===== config.mk =====
export PLATFORM = sky130hd
export DESIGN_NAME = mac_engine
export DESIGN_NICKNAME = d
export VERILOG_FILES = /design/src/rtl/mac_engine.sv
export SDC_FILE = /design/constraint.sdc
export NUM_CORES = 1
export LEC_CHECK = 0
export ABC_AREA = 1
export ABC_CLOCK_PERIOD_IN_PS = 7600
export CAP_MARGIN = 40
export CORE_MARGIN = 2
export CORE_UTILIZATION = 37
export CTS_CLUSTER_SIZE = 14
export DETAILED_ROUTE_END_ITERATION = 10
export PLACE_DENSITY = 0.65
export REMOVE_ABC_BUFFERS = 1
export SETUP_SLACK_MARGIN = 0.3
export SLEW_MARGIN = 20
export SYNTH_ARGS = -nofsm -noshare
export SYNTH_HDL_FRONTEND = slang
export SYNTH_SLANG_ARGS = --single-unit

===== constraint.sdc =====
create_clock -name clk_out -period 7.6 [get_ports clk_out]
set_input_delay 1.14 -clock clk_out [delete_from_list [all_inputs] [get_ports clk_out]]
set_output_delay 1.14 -clock clk_out [all_outputs]
set_load 0.03 [all_outputs]

===== src/rtl/mac_engine.sv =====
// Multiply-accumulate engine: sums N_TERMS unsigned a*b products into one registered result.
// Optional macro MAC_ENGINE_SAT_EN clamps the accumulator on overflow instead of wrapping.
module mac_engine #(
  parameter int DATA_W  = 4,
  parameter int ACC_W   = 12,
  parameter int N_TERMS = 4
) (
  input  logic                               clk_out,
  input  logic                               rst,
  input  logic                               start,
  input  logic                               in_valid,
  output logic                               in_ready,
  input  logic [DATA_W-1:0]                  a,
  input  logic [DATA_W-1:0]                  b,
  output logic                               out_valid,
  input  logic                               out_ready,
  output logic [ACC_W-1:0]                   out,
  output logic                               ovf,
  output logic                               busy,
  output logic [$clog2(N_TERMS+1)-1:0]       term_cnt,
  output logic [1:0]                         dbg_state
);

  localparam int CNT_W = $clog2(N_TERMS + 1);
  localparam logic [CNT_W-1:0] CNT_MAX = CNT_W'(N_TERMS);

  typedef enum logic [1:0] {
    IDLE  = 2'd0,
    ACCUM = 2'd1,
    DRAIN = 2'd2,
    DONE  = 2'd3
  } state_t;

  // Handshakes: an operand pair transfers on a rising edge where in_valid && in_ready;
  // the result is consumed on a rising edge where out_valid && out_ready.
  state_t                  state_q, state_d;
  logic [CNT_W-1:0]        cnt_q, cnt_d;
  logic [ACC_W-1:0]        prod_q, prod_d;
  logic                    pvld_q, pvld_d;
  logic [ACC_W-1:0]        acc_q, acc_d;
  logic                    ovf_q, ovf_d;
  logic [ACC_W-1:0]        out_q, out_d;

  logic                    accept;
  logic                    xfer;
  logic [2*DATA_W-1:0]     prod_full;
  logic [ACC_W:0]          sum_full;

  assign accept    = (state_q == ACCUM) && (cnt_q < CNT_MAX);
  assign xfer      = in_valid && accept;
  assign prod_full = (2*DATA_W)'(a) * (2*DATA_W)'(b);
  assign sum_full  = {1'b0, acc_q} + {1'b0, prod_q};

  always_ff @(posedge clk_out) begin
    if (rst) begin
      state_q <= IDLE;
      cnt_q   <= '0;
      prod_q  <= '0;
      pvld_q  <= 1'b0;
      acc_q   <= '0;
      ovf_q   <= 1'b0;
      out_q   <= '0;
    end else begin
      state_q <= state_d;
      cnt_q   <= cnt_d;
      prod_q  <= prod_d;
      pvld_q  <= pvld_d;
      acc_q   <= acc_d;
      ovf_q   <= ovf_d;
      out_q   <= out_d;
    end
  end

  always_comb begin
    state_d = state_q;
    cnt_d   = cnt_q;
    prod_d  = prod_q;
    pvld_d  = 1'b0;
    acc_d   = acc_q;
    ovf_d   = ovf_q;
    out_d   = out_q;

    // The product loaded last cycle lands in the accumulator this cycle.
    if (pvld_q) begin
      if (sum_full[ACC_W]) begin
        ovf_d = 1'b1;
`ifdef MAC_ENGINE_SAT_EN
        acc_d = '1;
`else
        acc_d = sum_full[ACC_W-1:0];
`endif
      end else begin
        acc_d = sum_full[ACC_W-1:0];
      end
    end

    unique case (state_q)
      IDLE: begin
        if (start) begin
          acc_d   = '0;
          cnt_d   = '0;
          ovf_d   = 1'b0;
          state_d = ACCUM;
        end
      end
      ACCUM: begin
        if (xfer) begin
          prod_d = ACC_W'(prod_full);
          pvld_d = 1'b1;
          cnt_d  = cnt_q + CNT_W'(1);
          if (cnt_q == CNT_MAX - CNT_W'(1)) state_d = DRAIN;
        end
      end
      // Wait one cycle for the final product to be summed before publishing.
      DRAIN: begin
        if (!pvld_q) begin
          out_d   = acc_q;
          state_d = DONE;
        end
      end
      DONE: begin
        if (out_ready) state_d = IDLE;
      end
      default: state_d = IDLE;
    endcase
  end

  assign in_ready  = !rst && accept;
  assign out_valid = !rst && (state_q == DONE);
  assign busy      = !rst && (state_q != IDLE);
  assign out       = out_q;
  assign ovf       = ovf_q;
  assign term_cnt  = cnt_q;
  assign dbg_state = state_q;

endmodule

* Yosys cells after proc, flatten, opt, wreduce, memory -nomap -nowiden *
Cells that the tools add are included.

word-level totals
  register bits = 39
  bits in latches = 0
  RAM bits = 0
  bits in read-only memories = 0
  input bits = 13
  memories kept = 0

cells by class
  add/subtract/negate cells = 2
  multiply operators = 1
  divide/modulo/power cells = 0
  magnitude comparators = 1
  equality and inequality tests = 9
  shift operators = 0
  muxes and demuxes = 17
  bitwise gates (word level) = 2
  reduce and logical (&&, ||, !) cells = 14

operators with widths
  operator                                                count
  two-way mux 12 bit                                      3
  adder 12 x 8 -> 13 bit                                  1
  two-way mux 2 bit                                       5
  multiplier 4 x 4 -> 8 bit                               1
  inequality test 2 bit (second input constant)           4
  one-hot mux 2 bit (4 select lines)                      1
  two-way mux 3 bit                                       2
  one-hot mux 3 bit (2 select lines)                      1
  logical AND 1 bit                                       5
  two-way mux 1 bit                                       5
  AND reduction 5 bit                                     1
  equality test 2 bit (second input constant)             2
  AND reduction 2 bit                                     2
  nonzero test 2 bit                                      2
  adder 3 x 1 -> 3 bit (second input constant)            1
  equality test 3 x 2 -> 1 bit (second input constant)    1
  less-than comparator 3 bit (second input constant)      1
  AND reduction 3 bit                                     1
  equality test 2 x 1 -> 1 bit (second input constant)    1
  zero test 2 bit                                         1
  inequality test 2 x 1 -> 1 bit (second input constant)  1
  NOT 1 bit                                               2
  OR reduction 2 bit                                      1
  zero test 1 bit                                         1

* Logic depth before layout (Yosys ltp) *
Gate-level depths: netlist of the first run.

  depth in word-level cells = 5
  depth in mapped cells = 16
  depth with buffers taken out = 16

* Worst setup path after synthesis of the first run *
Ideal clock, no wire load.

  kind = input-to-reg
  start point = input port a[0]
  end point = register prod_q[6]
  setup time = 0.056 ns
  arrival time = 3.333 ns
  data required time = 7.544 ns
  slack = 4.211 ns
  stages = 15
  path buffers = 0
  cells stage by stage = nand2_1 -> fa_1 -> inv_1 -> fa_1 -> inv_1 -> fa_1 -> inv_1 -> nand2_1 -> a21boi_0 -> nor2_1 -> nor2_1 -> nor2_1 -> nand2_1 -> nand2_1 -> inv_1

on the way
  longest elaborated chain between the ends = 1

ends and longest elaborated chain
  item                       line  RTL
  start: declaration         13    input logic [DATA_W-1:0] a,
  multiplier 4 x 4 -> 8 bit  51    assign prod_full = (2*DATA_W)'(a) * (2*DATA_W)'(b);
  end signal: assignment     66    prod_q <= prod_d;
  end: declaration           38    logic [ACC_W-1:0] prod_q, prod_d;

Every way passes these cells.
A chain may end at the register's enable or synchronous reset.

* Worst setup path in the final report of the first run *
  start point = input port rst
  end point = output port in_ready

on the way
  longest elaborated chain between the ends = 2

ends and longest elaborated chain
  item                line  RTL
  start: declaration  9     input logic rst,
  zero test 1 bit     128   assign in_ready = !rst && accept;
  logical AND 1 bit   128
  end: declaration    12    output logic in_ready,

Every way passes these cells.

==> results of run 1 <==
[routing by layer]
| layer | GRT usage | wire length (um) | part of all wire |
|---|---|---|---|
| met5 | 0 | 0 | 0 |
| met4 | 0.0476 | 57 | 0.011 |
| met3 | 0.0308 | 154 | 0.030 |
| met2 | 0.277 | 2410 | 0.46 |
| met1 | 0.202 | 2570 | 0.49 |
[report_power, final]
part | leakage [uW] | internal, uW | switching (uW)
registers | 0.000317 | 245 | 27.2
clock network | 0.0000654 | 131 | 74.2
logic | 0.00106 | 134 | 225
total | 0.00145 | 509 | 327
[metrics by stage]
| stage | utilization | total power, uW | worst slack (ns) | instances |
|---|---|---|---|---|
| 6_report | 0.467 | 836 | 3.80 | 453 |
| 5_1_grt | 0.467 | 902 | 3.57 | 453 |
| 4_1_cts | 0.467 | 845 | 3.79 | 453 |
| 3_5_place_dp | 0.447 | 636 | 3.49 | 445 |
| 3_3_place_gp | 0.447 | 630 | 3.59 | 445 |
| 2_1_floorplan | - | 513 | 4.21 | 335 |
[synth_stat cells]
library cell / instances / area share
a21boi_0: 1 / 0.0030
a21boi_1: 1 / 0.0030
a21o_2: 1 / 0.0036
a21oi_1: 24 / 0.049
a21oi_2: 2 / 0.0071
a31oi_1: 2 / 0.0051
buf_2: 5 / 0.010
buf_4: 2 / 0.0061
clkinv_1: 2 / 0.0030
dfxtp_1: 39 / 0.32
fa_1: 5 / 0.041
ha_1: 26 / 0.13
inv_1: 48 / 0.073
inv_2: 3 / 0.0046
nand2_1: 70 / 0.11
nand2_2: 2 / 0.0051
nand3_1: 16 / 0.032
nand3_2: 3 / 0.012
nand3_4: 1 / 0.0071
nand3b_1: 1 / 0.0030
nand4_1: 3 / 0.0076
nor2_1: 43 / 0.065
nor2_2: 1 / 0.0025
nor2_4: 1 / 0.0046
nor3_1: 5 / 0.010
o211ai_1: 2 / 0.0061
o21a_1: 3 / 0.0091
o21ai_0: 18 / 0.037
o21ai_1: 4 / 0.0081
o21ai_2: 1 / 0.0036
o21ai_4: 1 / 0.0066
o22ai_1: 1 / 0.0025
or2_1: 1 / 0.0025
or2_2: 3 / 0.0076
xor2_1: 1 / 0.0036
[sequential cells by signal, summed over array words and instances, names as in the netlist]
register,flops
term_cnt,3
ovf,1
dbg_state,2
prod_q,8
pvld_q,1
acc_q,12
out,12
[logic make-up (layout without fill, tap and decap cells)]
| group | count (synthesis) | count (layout) | synth area share |
|---|---|---|---|
| simple gates | 150 | 150 | 0.267 |
| compound gates | 61 | 61 | 0.143 |
| buf+inv | 60 | 94 | 0.0970 |
| flops | 39 | 39 | 0.317 |
| fa+ha+maj | 31 | 31 | 0.173 |
| xor+xnor | 1 | 1 | 0.00355 |
[how the worst max path moves through the flow]
stage	slack, ns	startpoint	depth (start not counted)	to
floorplan	4.21	a[0]	15	prod_q[6]
global placement	3.59	a[0]	16	prod_q[6]
detailed placement	3.49	a[0]	16	prod_q[6]
CTS	3.79	rst	3	in_ready
global route	3.57	a[0]	16	prod_q[6]
finish	3.80	rst	3	in_ready
[area by class of cell]
cell class | count | area, um^2 | share of cell area
clock buffer | 6 | 72.6 | 0.0243
clock inverter | 2 | 60.1 | 0.0201
inverter | 53 | 199 | 0.0667
multi-input combinational | 243 | 1450 | 0.484
sequential | 39 | 781 | 0.262
tap | 77 | 96.3 | 0.0323
timing repair buffer | 33 | 330 | 0.111
[worst max-delay path, delay by kind of cell]
kind,cells,cell delay [ns]
simple gates,1,0.25
buf+inv,2,1.27
==> reports/qor.yml, run 1 <==
run_status:
  status: "completed"
setup_path:
  worst-setup-path-type: "in2out"
  crit_path_max_incr_delay_ns: 0.70
  worstPathCellList: "clkdlybuf4s50_1 -> nor3_1 -> clkdlybuf4s50_1"
  cp.arrival_ns: 2.66
  r2r_end: "acc_q[6]"
  endpoint_kind: "output port"
  reg2reg_depth: 10
  rr_startpoint: "prod_q[0]"
  worst_path_max_delay_cell: "clkdlybuf4s50_1"
  cp-start-kind: "primary input"
  reg2reg_slack_ns: 5.86
  cpMostUsedCell: "clkdlybuf4s50_1"
  critPathMaxFanout: 9
  crit_required_ns: 6.46
detailed_routing:
  drc: 0
  firstDrtPassIters: 4
  first_iter_violations: 73
  finalWirelength_um: 5190
  vias: 2215
  antenna_violating_nets_post_route: 0
  routedWlPerCell_um: 11.5
  viasPerCell: 4.89
layout:
  layout_common_cells: "70 x nand2_1, 48 x inv_1, 43 x nor2_1, 39 x dfxtp_1, 33 x clkdlybuf4s50_1"
  nets: 419
  n_fill_cell: 645
  syn2layout_area_growth_pct: 21.1
  fin_area_um2: 2980
  diodes: 0
  drive_above_1_share: 0.0691
  layout_commonest_cell: "nand2_1"
clock_network:
  path_clk_slew_ns: 0.08
  htreeDepth: 2
  cts_inserted_buffers: 5
  cts_sinks: 39
  cts_tree: "yes"
  root_buffer: "clkbuf_8"
  cts_hold_buf: 0
  clockBufferDepth: 2
  insertion_delay_ns: 0.29
  post_cts_resized: 0
  post-cts-setup-buffers: 0
sta:
  min_period_ns: 3.80
  finalSetupViolCount: 0
  finalMaxSlewViolations: 0
  worst_slew_pin_slew_ns: 0.748
  slew_headroom: 0.500
  finalCritPeriodShare: 0.500
  hold_viol: 0
  fin_tns_setup_ns: 0
  max_freq_mhz: 263
  holdWs_ns: 0.464
  skew_ns: 0.00783
  grt_setup_unrepaired: "no"
place:
  finalWeightedCongestion: 0.840
  place_hpwl_um: 3930
  port_buffers: 33
  place_area_um2: 2850
synthesis:
  synth.ff_latch_count: 39
  synth.avg_cell_area_um2: 7.21
  synth_warnings: 0
  synth_cell_types: 35
  syn_area_um2: 2460
  seq_area_frac_synth: 0.317
  syn_inst: 342
floorplanning:
  io_pins: 34
  die_area_um2: 7330
  die_h_um: 85.6
  core_area_um2: 6390
  die_w_um: 85.6
  rows: 29
  initial_core_util: 0.386
worst_hold_path:
  holdPathEnd: "ovf"
  min_path_cells: 2
  hold_start: "ovf"
  hp-class: "reg2reg"
global_routing:
  grt_pass1_wl_um: 9710
  grt_pass1_vias: 2258
  antenna_found_initial: 0
  grt_overflow_total: 0
  grt_max_degree: 23
  grt.total_usage: 0.160
job:
  max_cap_violations: 0
power:
  ir_drop_mv: 0.201
  p_leak_uw: 0.00145
  powerDensity_nw_per_um2: 280
Power figures use the tool's default switching activity.
==> inputs of run 2 (changes only) <==
--- a/config.mk
+++ b/config.mk
@@ -6,7 +6,7 @@
 export NUM_CORES = 1
 export LEC_CHECK = 0
 export ABC_AREA = 1
-export ABC_CLOCK_PERIOD_IN_PS = 7600
+export ABC_CLOCK_PERIOD_IN_PS = 3760
 export CAP_MARGIN = 40
 export CORE_MARGIN = 2
 export CORE_UTILIZATION = 37
==> constraint.sdc (replaced) <==
create_clock -name clk_out -period 3.76 [get_ports clk_out]
set_input_delay 0.564 -clock clk_out [delete_from_list [all_inputs] [get_ports clk_out]]
set_output_delay 0.564 -clock clk_out [all_outputs]
set_load 0.03 [all_outputs]
==> reports/qor.yml, run 2 (same netlist as run 1, synthesis figures left out) <==
run_status:
  status: "completed"
layout:
  drive_above_1_share: 0.0691
  layout_common_cells: "70 x nand2_1, 48 x inv_1, 43 x nor2_1, 39 x dfxtp_1, 33 x clkdlybuf4s50_1"
  n_fill_cell: 664
  syn2layout_area_growth_pct: 21.1
  fin_util: 0.467
  layout_commonest_cell: "nand2_1"
  final_cells: 453
  nets: 419
  diodes: 0
clock_network:
  cts_sinks: 39
  post-cts-setup-buffers: 0
  htreeDepth: 2
  root_buffer: "clkbuf_8"
  cts_tree: "yes"
  insertion_delay_ns: 0.29
  post_cts_resized: 0
  clockBufferDepth: 2
  path_clk_slew_ns: 0.08
  cts_hold_buf: 0
  cts_inserted_buffers: 5
sta:
  hold_viol: 0
  grt_setup_unrepaired: "no"
  min_period_ns: 3.20
  max_freq_mhz: 312
  finalSetupViolCount: 0
  finalMaxSlewViolations: 0
  fin_tns_setup_ns: 0
  finalCritPeriodShare: 0.852
  worst_slack_ns: 0.556
  worst_slew_pin_slew_ns: 0.689
  slew_headroom: 0.540
  skew_ns: 0.00709
  holdWs_ns: 0.460
setup_path:
  cp-start-kind: "primary input"
  endpoint_kind: "flop"
  critPathMaxFanout: 4
  worst-setup-path-type: "in2reg"
  cp.arrival_ns: 3.45
  reg2reg_depth: 8
  crit_required_ns: 4.00
detailed_routing:
  routedWlPerCell_um: 11.0
  antenna_violating_nets_post_route: 0
  finalWirelength_um: 4960
  first_iter_violations: 77
  vias: 2186
  drc: 0
  firstDrtPassIters: 4
  viasPerCell: 4.83
place:
  place_ws_ns: 0.266
  port_buffers: 33
  place_hpwl_um: 3880
  finalWeightedCongestion: 0.841
  dp_cells: 445
global_routing:
  met2_usage: 0.260
  grt_max_degree: 23
  grt_pass1_vias: 2210
  grt_overflow_total: 0
  grtUsageMet3: 0.0298
  grt_pass1_wl_um: 9400
  grtUsageMet1: 0.200
  antenna_found_initial: 0
  global_route.peak_usage_layer: "met2"
  grt.total_usage: 0.156
power:
  p_leak_uw: 0.00145
  ir_drop_mv: 0.430
  powerDensity_nw_per_um2: 563
floorplanning:
  io_pins: 34
  rows: 29
  die_area_um2: 7330
  die_w_um: 85.6
  core_area_um2: 6390
  initial_core_util: 0.386
  die_h_um: 85.6
worst_hold_path:
  min_path_cells: 2
  hp-class: "reg2reg"
job:
  max_cap_violations: 0
[run 2: report_power, final]
part	internal, uW	total (uW)	switching, uW
clock network	265	411	146
logic	269	720	450
registers	494	550	55.8
total	1030	1680	652
[run 2: through the flow]
step                      total power [uW]  cell area, um^2
after CTS                             1700             2980
after detailed placement              1280             2850
after global routing                  1810             2980
after floorplan                       1040             2420
after global placement                1270             2850
final                                 1680             2980
[run 2: layer usage]
layer	share of wire	wire, um	vias to the layer above
met4	0.021	104	0
li1	-	-	1161
met5	0	0	-
met1	0.48	2400	974
met3	0.045	223	11
met2	0.45	2230	40
[run 2: final timing paths]
path / startpoint / end / slack (ns)
setup / recovery: a[0] / prod_q[6] / 0.56
hold / removal: ovf / ovf / 0.46
setup reg to reg: prod_q[0] / acc_q[8] / 2.02
hold reg to reg: ovf / ovf / 0.46
[run 2: area by class of cell]
cell class | instances | area, um^2 | share of cell area
clock buffers | 6 | 72.6 | 0.0243
clock inverters | 2 | 60.1 | 0.0201
inverters | 53 | 199 | 0.0667
multi-input cells | 243 | 1450 | 0.484
flip-flops and latches | 39 | 781 | 0.262
well taps | 77 | 96.3 | 0.0323
repair buffers | 33 | 330 | 0.111
[run 2: worst max-delay path: stages]
cell,delay (ns)
clkdlybuf4s50_1,0.53
nand2_1,0.10
fa_1,0.54
inv_1,0.05
fa_1,0.56
inv_1,0.07
fa_1,0.41
inv_1,0.07
nand2_1,0.06
a21boi_0,0.16
nor2_1,0.08
nor2_1,0.08
nor2_1,0.05
nand2_1,0.05
nand2_1,0.04
inv_1,0.04
